File: config.mk
export PLATFORM = sky130hd
export DESIGN_NAME = tl_a_channel_buffer
export DESIGN_NICKNAME = d
export VERILOG_FILES = /design/src/rtl/tl_a_channel_buffer.sv
export SDC_FILE = /design/constraint.sdc
export NUM_CORES = 1
export LEC_CHECK = 0
export ABC_AREA = 0
export BUFFER_PORTS_ARGS = -buffer_cell sky130_fd_sc_hd__buf_2
export CORE_MARGIN = 5
export CORE_UTILIZATION = 36
export CTS_BUF_LIST = sky130_fd_sc_hd__clkbuf_8
export DETAILED_ROUTE_END_ITERATION = 6
export GPL_ROUTABILITY_DRIVEN = 1
export SLEW_MARGIN = 10
export SYNTH_ARGS = -nofsm -noshare
export SYNTH_HDL_FRONTEND = slang
export SYNTH_SLANG_ARGS = --single-unit
File: constraint.sdc
create_clock -name clock -period 7.04 [get_ports clock]
set_clock_uncertainty 0.05 [all_clocks]
set_input_delay 0.352 -clock clock [delete_from_list [all_inputs] [get_ports clock]]
set_output_delay 0.352 -clock clock [all_outputs]
set_load 0.05 [all_outputs]
File: src/rtl/tl_a_channel_buffer.sv
// ----------------------------------------------------------------------------
// tl_a_channel_buffer
//   Ready/valid FIFO for one TileLink A-channel bundle. Sits between a master
//   port and the crossbar/fragmenter to break timing paths and absorb bursts.
//
// Parameters
//   DEPTH    entries (1..16, any value, not only powers of two)
//   ADDR_W   address width
//   DATA_W   data width (multiple of 8); mask width is DATA_W/8
//   SIZE_W   lg2 transfer-size width
//   SOURCE_W source-ID width
//
// Ports
//   clock, reset          rising-edge clock, asynchronous active-high reset
//   in_valid / in_ready   upstream handshake; in_* payload
//   out_valid / out_ready downstream handshake; out_* payload = head entry
//   count                 current occupancy, 0..DEPTH
//
// Optional build macro
//   TL_A_CHANNEL_BUFFER_FLOW_EN : when empty, an incoming beat is presented
//   on out_* in the same cycle and bypasses storage if out_ready is high.
//   Undefined (default): no in->out combinational path, 1-cycle latency.
// ----------------------------------------------------------------------------
module tl_a_channel_buffer #(
    parameter int DEPTH    = 2,
    parameter int ADDR_W   = 32,
    parameter int DATA_W   = 32,
    parameter int SIZE_W   = 4,
    parameter int SOURCE_W = 3
) (
    input  logic                         clock,
    input  logic                         reset,
    input  logic                         in_valid,
    output logic                         in_ready,
    input  logic [2:0]                   in_opcode,
    input  logic [2:0]                   in_param,
    input  logic [SIZE_W-1:0]            in_size,
    input  logic [SOURCE_W-1:0]          in_source,
    input  logic [ADDR_W-1:0]            in_address,
    input  logic [DATA_W/8-1:0]          in_mask,
    input  logic [DATA_W-1:0]            in_data,
    input  logic                         in_corrupt,
    output logic                         out_valid,
    input  logic                         out_ready,
    output logic [2:0]                   out_opcode,
    output logic [2:0]                   out_param,
    output logic [SIZE_W-1:0]            out_size,
    output logic [SOURCE_W-1:0]          out_source,
    output logic [ADDR_W-1:0]            out_address,
    output logic [DATA_W/8-1:0]          out_mask,
    output logic [DATA_W-1:0]            out_data,
    output logic                         out_corrupt,
    output logic [$clog2(DEPTH+1)-1:0]   count
);
    localparam int MASK_W = DATA_W / 8;
    localparam int CNT_W  = $clog2(DEPTH + 1);
    localparam int PTR_W  = (DEPTH > 1) ? $clog2(DEPTH) : 1;
    localparam int PL_W   = 3 + 3 + SIZE_W + SOURCE_W + ADDR_W + MASK_W + DATA_W + 1;

    logic [PL_W-1:0]  r_mem [DEPTH];
    logic [PTR_W-1:0] r_head;
    logic [PTR_W-1:0] r_tail;
    logic [CNT_W-1:0] r_count;

    logic [PL_W-1:0]  w_in_pl;
    logic [PL_W-1:0]  w_out_pl;
    logic             w_empty;
    logic             w_enq;
    logic             w_deq;
    logic             w_pass;

    assign w_in_pl  = {in_opcode, in_param, in_size, in_source,
                       in_address, in_mask, in_data, in_corrupt};
    assign w_empty  = (r_count == '0);
    // Full blocks input even if the head leaves this cycle: keeps out_ready
    // off the in_ready path.
    assign in_ready = (r_count != CNT_W'(DEPTH));

`ifdef TL_A_CHANNEL_BUFFER_FLOW_EN
    logic w_flow;
    // Gated by reset so out_valid stays low while the buffer is held in reset.
    assign w_flow    = w_empty && in_valid && !reset;
    assign out_valid = !w_empty || w_flow;
    assign w_out_pl  = w_flow ? w_in_pl : r_mem[r_head];
    assign w_pass    = w_flow && out_ready;
`else
    assign out_valid = !w_empty;
    assign w_out_pl  = r_mem[r_head];
    assign w_pass    = 1'b0;
`endif

    // A bypassed beat is neither stored nor popped from storage.
    assign w_enq = in_valid && in_ready && !w_pass;
    assign w_deq = out_valid && out_ready && !w_empty;

    assign {out_opcode, out_param, out_size, out_source,
            out_address, out_mask, out_data, out_corrupt} = w_out_pl;
    assign count = r_count;

    always_ff @(posedge clock or posedge reset) begin
        if (reset) begin
            r_head  <= '0;
            r_tail  <= '0;
            r_count <= '0;
            for (int i = 0; i < DEPTH; i++) r_mem[i] <= '0;
        end else begin
            if (w_enq) begin
                r_mem[r_tail] <= w_in_pl;
                r_tail <= (r_tail == PTR_W'(DEPTH - 1)) ? '0 : r_tail + PTR_W'(1);
            end
            if (w_deq)
                r_head <= (r_head == PTR_W'(DEPTH - 1)) ? '0 : r_head + PTR_W'(1);
            case ({w_enq, w_deq})
                2'b10:   r_count <= r_count + CNT_W'(1);
                2'b01:   r_count <= r_count - CNT_W'(1);
                default: r_count <= r_count;
            endcase
        end
    end

    // Upstream must hold a stalled beat unchanged until it is accepted.
    property p_in_hold;
        @(posedge clock) disable iff (reset)
            (in_valid && !in_ready) |=> (in_valid && $stable(w_in_pl));
    endproperty
    a_in_hold: assert property (p_in_hold);

    a_cnt_range: assert property (@(posedge clock) disable iff (reset)
                                  r_count <= CNT_W'(DEPTH));
endmodule

# Word level (Yosys, flattened, before mapping)
# Cells that the tools add are included.
# totals
reg_bits	168
latch_bits	0
ramBits	0
rom_bits	0
input_bits	86
n_memories	0
# classes
add_sub_neg	4
mul	0
div	0
order_cmp	3
eq_ne	3
shifts	0
muxes	9
bitwise_logic	2
n_reduce_logical	7
# ops
op	n
$mux 82	4
$bwmux 164	1
$demux 82 s1	1
$ge 2x2->1 const B	2
$logic_and 1x1->1	4
$not 1->2	2
$pmux 2 s2	1
$add 1x1->1 const B	2
$add 2x1->2 const B	1
$eq 2x1->1 const B	1
$eq 2x2->1 const B	1
$logic_not 2->1	1
$lt 2x1->1 const B	1
$mux 1	2
$ne 2x2->1 const B	1
$reduce_bool 2->1	1
$sub 2x1->2 const B	1
$logic_not 1->1	1

# Longest topological paths before layout
# Gate-level depths: netlist (run 1).
# logic_depth
word_depth	6
mapped_depth	6
depth_no_buf	6

# Least setup slack after synthesis (run 1)
# OpenSTA, ideal clock, no wires.
# synth_timing
path_kind	reg-to-reg
from	register r_count[0], in the netlist count[0]
to	register r_count[1], in the netlist count[1]
setup_time_ps	147
arrival_time_ps	1836
required_ps	6843
slack_ps	5007
path_stages_with_launch	7
cell_sequence	dfrtp_1 > or2_2 > and2_1 > ha_1 > xnor2_1 > nor2_1 > xor2_1
# synth_via
elab_chain_len	6
elab_cells_between_ends	12
cone_classes	2 x add/sub; 3 x eq/ne; 1 x mux; 6 x reduce/logical
# synth_lines
item	line	text
start, declared	63	logic [CNT_W-1:0] r_count;
start signal, assigned	114	2'b10: r_count <= r_count + CNT_W'(1);
start signal, assigned	115	2'b01: r_count <= r_count - CNT_W'(1);
start signal, assigned	116	default: r_count <= r_count;
$logic_not 2->1 *	74	assign w_empty = (r_count == '0);
$logic_not 1->1 *	87	assign out_valid = !w_empty;
named net out_valid	43	output logic out_valid,
$logic_and 1x1->1	94	assign w_deq = out_valid && out_ready && !w_empty;
$logic_and 1x1->1 *	94	
named net w_deq	69	logic w_deq;
$eq 2x1->1 or $eq 2x2->1 (tied branches)	113	case ({w_enq, w_deq})
$pmux 2 s2 or $reduce_bool 2->1 (tied branches)	-	
# Mark *: on every way through the listed nets, which the timed path passes. The rest lies on a longest branch.
# A chain may end at the register's enable or synchronous reset.

# Worst setup path in the final report (run 1)
# layout_timing
from	register r_count[0], in the netlist count[0]
to	register r_mem[39] (netlist name)
# layout_via
elab_chain_len	2
# layout_lines
item	line	text
$ne 2x2->1	77	assign in_ready = (r_count != CNT_W'(DEPTH));
$logic_and 1x1->1	93	assign w_enq = in_valid && in_ready && !w_pass;
end signal, assigned by index	108	r_mem[r_tail] <= w_in_pl;
end, declared	60	logic [PL_W-1:0] r_mem [DEPTH];
# No other way between the ends.

==> results of run 1 <==
flip-flops by register name, summed over array words and instances (netlist names):
signal and count:
r_head 1, count 2, r_tail 1, r_mem 164
per-layer routing:
| metal | GRT usage | share of wire | up-vias |
|---|---|---|---|
| met5 | 0 | 0.0017 | - |
| met3 | 0.0425 | 0.061 | 18 |
| met1 | 0.183 | 0.49 | 2237 |
| met4 | 0.0325 | 0.010 | 6 |
| met2 | 0.194 | 0.44 | 124 |
| li1 | - | - | 1946 |
metrics by stage:
step            util  std cells  setup slack (ns)  hold slack, ns
2_1_floorplan      -        455              2.09           0.409
3_3_place_gp   0.407        883              4.30           0.428
3_5_place_dp   0.407        883              4.24           0.437
5_1_grt        0.425        915              4.12          0.0499
6_report       0.425        915              4.26         0.00246
4_1_cts        0.425        915              4.18          0.0309
cells in the final DEF, fill, tap and decap left out, drive strengths merged:
master	count
and2	1
and3	1
buf	175
bufinv	2
clkbuf	20
clkinv	2
clkinvlp	3
dfrtp	168
ha	1
inv	6
mux2	246
nand2	1
nand2b	1
nand3b	1
nor2	1
or2	1
xnor2	3
xor2	2
worst min path at each step:
stage,startpoint,to,slack (ns)
after CTS,reset,r_mem[111],0.03
after floorplan,r_tail,r_tail,0.41
after detailed placement,r_mem[19],r_mem[19],0.44
final,reset,r_mem[111],0.002
after global placement,r_tail,r_tail,0.43
after global routing,reset,r_mem[29],0.05
cell families after synthesis:
kind of cell  share of synthesized area
xor+xnor                        0.00542
buf+inv                          0.0492
simple gates                    0.00650
fa+ha+maj                       0.00155
flops                             0.520
mux                               0.417
cell type report:
| class | instances | area (um2) |
|---|---|---|
| Inverter | 1 | 8.76 |
| Sequential cell | 168 | 4210 |
| Clock buffer | 20 | 275 |
| Tap cell | 280 | 350 |
| Timing Repair Buffer | 175 | 886 |
| Fill cell | 1959 | 12600 |
| Clock inverter | 12 | 125 |
| Multi-Input combinational cell | 259 | 3480 |
worst max-delay path: cells and delay by family, from the launching register on:
family | cells | cell delay [ns]
multiplexers | 1 | 0.41
AND/OR/NAND/NOR | 2 | 0.98
buffers and inverters | 1 | 0.75
flip-flops | 1 | 0.44
==> reports/qor.csv, run 1 <==
stage,metric,value,unit
outcome,outcome,"complete, no violations",
clocking,Worst-Skew Late Latency,0.43,ns
global_route,total grt overflow,0,
layout,post-layout net count,709,
global_route,first-pass GRT wire length,26900,um
sta,fin crit share,0.395,
yosys,Synth async-reset ratio,1.00,
worst_setup_path,CP endpoint kind,flip-flop,
clocking,clk sink count,168,
sta,setup_tns,0,ns
routing,1st-iter DRT viols,151,
yosys,post-synthesis instance area,8080,um2
worst_setup_path,R2R cell count,4,
worst_setup_path,WS Path Type,reg -> reg,
sta,minimum clock period,2.78,ns
yosys,yosys warns,0,
layout,ANT cells,0,
worst_setup_path,CP arrival,3.07,ns
yosys,Post-synth EDFFs,0,
yosys,most common cell in the netlist,dfrtp_1,
layout,layout cells sized above 1,0.717,
worst_setup_path,type of origin of the critical path,flip-flop,
global_route,number of global-route vias before repair,4961,
yosys,Mapped Nets,542,
routing,DR vias/cell,4.73,
routing,Residual DRC,0,
clocking,CTS Buffer Depth,2,
sta,Fmax,359,MHz
floorplanning,die area,25500,um2
yosys,Syn Area/Cell,17.8,um2
yosys,largest area contributor in the netlist,dfrtp_1,
yosys,commonest cells in the netlist,"dfrtp_1, mux2_4, mux2_2",
floorplanning,CORE AREA,22000,um2
clocking,hold buffer count at CTS,0,
clocking,Resized cells post-CTS,0,
worst_setup_path,"Data required, critical path",7.33,ns
yosys,Synth Register Bits,168,
worst_setup_path,Critical R2R Capture,r_mem[39],
sta,final max-slew violation count,0,
floorplanning,Boundary Pins,172,
yosys,Cells after Synth,455,
worst_setup_path,crit path max fanout,44,
clocking,H-tree depth,4,
yosys,dominant synthesized flop cell,dfrtp_1,
placed_design,DP Area,8930,um2
worst_setup_path,"Critical Path, Cell by Cell","nand2b_4, and3_4, buf_4, mux2_2",
yosys,top cell type's share of synthesized area,0.520,
layout,design area,9330,um2
clocking,clock transition at the registers of the reported paths,0.09,ns
worst_setup_path,r2r startpoint,count[0],
placed_design,Port Buf Inserts,171,
worst_setup_path,worst reg-to-reg setup slack,4.26,ns
global_route,largest net degree at the start of global routing,94,
run,Max Cap Violations,0,
placed_design,Routability Congestion,0.716,
clocking,Num CTS Buffers,17,
worst_setup_path,CP endpoint,r_mem[39],
floorplanning,initial core utilization,0.368,
worst_setup_path,crit path launch,count[0],
placed_design,DP HPWL,10700,um
yosys,Unique masters post-synth,18,
routing,TritonRoute pass-1 iters,4,
global_route,GRT Total Usage,0.130,
routing,DR WL/cell,18.1,um
floorplanning,Die W,160,um
routing,final WL,16600,um
global_route,initial antenna violation count,3,
clocking,CTS tree,built,
sta,worst slew pin tran,1.20,ns
worst_setup_path,CP max-delay cell,and3_4,
sta,slew margin rel.,0.201,
yosys,sequential-to-total area share from yosys stat,0.520,
routing,ANT nets after route,0,
yosys,largest cells by area after synthesis,"dfrtp_1, mux2_4, mux2_2",
sta,RSZ-0062 raised after global routing,false,
routing,via count,4331,
floorplanning,Site Rows,54,
clocking,root buf cell,clkbuf_8,
min_path,Hold Crit Class,in -> async,
sta,endpoints failing setup,0,
floorplanning,Die Height,160,um
worst_setup_path,crit-path max cell delay,0.80,ns
sta,Final Hold Fails,0,
clocking,setup repair bufs after CTS,0,
layout,Layout area overhead,15.5,%
Power of run 1 is not shown: default switching activity piles up to over one toggle a cycle in this logic, so the estimate is an artifact.
==> inputs of run 2 (changes only) <==
--- a/config.mk
+++ b/config.mk
@@ -5,7 +5,7 @@
 export SDC_FILE = /design/constraint.sdc
 export NUM_CORES = 1
 export LEC_CHECK = 0
-export ABC_AREA = 0
+export ABC_AREA = 1
 export BUFFER_PORTS_ARGS = -buffer_cell sky130_fd_sc_hd__buf_2
 export CORE_MARGIN = 5
 export CORE_UTILIZATION = 36
==> constraint.sdc (replaced) <==
create_clock -name clock -period 2.85 [get_ports clock]
set_clock_uncertainty 0.05 [all_clocks]
set_input_delay 0.1425 -clock clock [delete_from_list [all_inputs] [get_ports clock]]
set_output_delay 0.1425 -clock clock [all_outputs]
set_load 0.05 [all_outputs]
==> run 2 against run 1 <==
  * Sequential cell count stayed put
  * Area after synthesis down 0.40%
  * Global-route usage increased by 6.1 points
  * First-iteration DRC count grew to 3.9 times the previous value
  * Final cell count grew 67%
  * Setup slack got worse by 3.6 ns
  * Non-clock buffer count is 105 higher
  * Hold slack better by 0.22 ns
  * Die area fell by 0.38%
  * Register-to-register slack worse by 3.1 ns
  * Design area up 10%
  * Via count is 79% higher
==> reports/qor.csv, run 2 <==
stage,metric,value,unit,change
worst_setup_path,worst reg-to-reg setup slack,1.14,ns,-3.12 ns
clocking,Resized cells post-CTS,0,,unchanged
sta,Final Hold Fails,0,,unchanged
layout,Layout area overhead,27.9,%,
worst_setup_path,CP Depth,4,,unchanged
clocking,hold buffer count at CTS,84,,+84
sta,slew margin rel.,0.440,,+0.239
min_path,Hold Crit Class,in -> reg,,
yosys,Synth Register Bits,168,,unchanged
floorplanning,Die W,160,um,-0.19%
yosys,Syn Area/Cell,7.87,um2,-56%
yosys,dominant synthesized flop cell,dfrtp_1,,
routing,1st-iter DRT viols,589,,+290%
routing,DR WL/cell,15.6,um,-14%
layout,max reg flops,164,,unchanged
sta,final max-slew violation count,0,,unchanged
floorplanning,Die Height,160,um,-0.19%
worst_setup_path,CP arrival,1.96,ns,-1.11 ns
placed_design,Routability Congestion,0.742,,+3.5%
placed_design,Port Buf Inserts,171,,unchanged
routing,final WL,23800,um,+44%
worst_setup_path,R2R cell count,6,,+2
yosys,Post-synth EDFFs,0,,unchanged
power,leakage,5.69,nW,
layout,Util after Layout,0.470,,+0.0452
worst_setup_path,WS Path Type,reg -> out,,
run,Max Cap Violations,0,,unchanged
worst_setup_path,Critical R2R Capture,r_mem[152],,
yosys,top cell type's share of synthesized area,0.522,,+0.00210
yosys,largest cells by area after synthesis,"dfrtp_1, nand2_1, nand4_1",,
global_route,GRT Total Usage,0.191,,+0.0607
clocking,CTS Buffer Depth,2,,unchanged
power,Pwr Density,1340,nW/um2,
outcome,outcome,"complete, no violations",,
clocking,Worst-Skew Late Latency,0.43,ns,about the same
yosys,Synth async-reset ratio,1.00,,unchanged
floorplanning,CORE AREA,21900,um2,-0.31%
sta,RSZ-0062 raised after global routing,false,,
worst_setup_path,crit-path max cell delay,0.43,ns,-0.37 ns
sta,endpoints failing setup,0,,unchanged
routing,ANT nets after route,0,,unchanged
clocking,setup repair bufs after CTS,0,,unchanged
global_route,total grt overflow,0,,unchanged
clocking,CTS tree,built,,
floorplanning,Boundary Pins,172,,unchanged
power,worst vdd ir,0.633,mV,
routing,DR vias/cell,5.09,,+7.6%
clocking,clock transition at the registers of the reported paths,0.09,ns,about the same
worst_setup_path,r2r startpoint,count[0],,
routing,Residual DRC,0,,unchanged
sta,fin crit share,0.754,,
worst_setup_path,"Data required, critical path",2.66,ns,-4.67 ns
min_path,min-delay src,in_valid,,
sta,setup_tns,0,ns,unchanged
yosys,Mapped Nets,1110,,+100%
worst_setup_path,crit path max fanout,31,,-30%
worst_setup_path,CP endpoint kind,output pin,,
floorplanning,initial core utilization,0.368,,about the same
yosys,yosys warns,0,,unchanged
layout,post-layout net count,1319,,+86%
worst_setup_path,crit-path leading delay family,buffers and inverters,,
yosys,commonest cells in the netlist,"nand2_1, dfrtp_1, nand4_1",,
sta,Fmax,465,MHz,
global_route,largest net degree at the start of global routing,89,,-5.3%
worst_setup_path,crit path launch,count[0],,
layout,layout cells sized above 1,0.190,,-0.527
placed_design,DP HPWL,14000,um,+31%
layout,"commonest non-fill, non-tap cell in the layout",nand2_1,,
layout,"commonest non-fill, non-tap cells in the layout","nand2_1, buf_2, dfrtp_1, nand4_1, dlygate4sd3_1",,
worst_setup_path,CP max-delay cell,dfrtp_1,,
clocking,clk sink count,168,,unchanged
clocking,H-tree depth,4,,unchanged
global_route,first-pass GRT wire length,40800,um,+52%
yosys,sequential-to-total area share from yosys stat,0.522,,+0.00210
sta,minimum clock period,2.15,ns,
global_route,number of global-route vias before repair,7682,,+55%
floorplanning,Site Rows,54,,unchanged
floorplanning,die area,25400,um2,-0.38%
routing,via count,7772,,+79%
yosys,Unique masters post-synth,14,,-4
yosys,Cells after Synth,1023,,+120%
yosys,largest area contributor in the netlist,dfrtp_1,,
clocking,root buf cell,clkbuf_8,,
worst_setup_path,CP endpoint,in_ready,,
sta,worst slew pin tran,0.839,ns,-0.360 ns
worst_setup_path,worst path bufs/invs,3,,+2
layout,Top reg by flops,r_mem,,
yosys,most common cell in the netlist,nand2_1,,
global_route,initial antenna violation count,1,,-2
yosys,post-synthesis instance area,8050,um2,-0.40%
clocking,Num CTS Buffers,17,,unchanged
worst_setup_path,type of origin of the critical path,flip-flop,,
routing,TritonRoute pass-1 iters,5,,+1
worst_setup_path,"Critical Path, Cell by Cell","inv_2, nand2_4, buf_4, buf_2",,
layout,fillers,2176,,+11%
run 2: cell types whose count changed after synthesis, moves of 7 or more:
cell | before | now
buf_2 | 7 | 65
mux2_2 | 86 | 0
buf_6 | 1 | 8
mux2_4 | 160 | 0
buf_4 | 0 | 12
buf_12 | 17 | 0
nand4_1 | 0 | 165
nand2_1 | 1 | 585
run 2: how the worst min path moves through the flow:
stage                      end  slack [ns]  cells after the start
global placement    r_mem[134]        0.29                      2
detailed placement  r_mem[134]        0.29                      2
floorplan               r_head        0.24                      2
CTS                 r_mem[110]        0.18                      3
finish              r_mem[111]        0.22                      3
global route         r_mem[97]        0.19                      3
run 2: per-stage QoR:
stage          std cells  hold slack (ns)  power [mW]  instance area [um2]  setup WS [ns]
2_1_floorplan       1023            0.240        10.2                 8050          0.517
3_3_place_gp        1409            0.293        12.0                 9050           1.17
4_1_cts             1525            0.180        13.9                10300          0.645
3_5_place_dp        1409            0.293        12.0                 9050           1.15
5_1_grt             1526            0.194        14.8                10300          0.537
6_report            1526            0.225        13.8                10300          0.700
run 2: layout make-up:
| class | count | area, um2 | share of cell area |
|---|---|---|---|
| Antenna cell | 1 | 2.50 | 0.000243 |
| Clock buffer | 18 | 248 | 0.0241 |
| Clock inverter | 14 | 146 | 0.0142 |
| Inverter | 8 | 33.8 | 0.00328 |
| Multi-Input combinational cell | 757 | 3310 | 0.321 |
| Sequential cell | 168 | 4210 | 0.409 |
| Tap cell | 280 | 350 | 0.0340 |
| Timing Repair Buffer | 280 | 2000 | 0.194 |
run 2: report_power, final:
group	total, mW	internal [mW]	switching [mW]
clock	1.72	0.809	0.909
sequential	4.15	3.52	0.629
combinational	7.90	1.88	6.02
run 2: worst min-delay path, delay by kind of cell:
| family | cells | cell delay, ns |
|---|---|---|
| buffers and inverters | 1 | 0.28 |
| AND/OR/NAND/NOR | 2 | 0.23 |
run 2: logic make-up after synthesis:
family	after synthesis	synth area share
simple gates	755	0.406
flops	168	0.522
buf+inv	98	0.0689
xor+xnor	1	0.00109
fa+ha+maj	1	0.00155
run 2: per-layer routing:
metal,share of wire,wire length (um),vias up,GRT usage
met1,0.46,10900,3744,0.263
met2,0.47,11100,249,0.304
met5,0,0,-,0
met4,0.013,307,0,0.0458
met3,0.061,1460,20,0.0458
li1,-,-,3759,-
(Power assumes the default switching activity.)
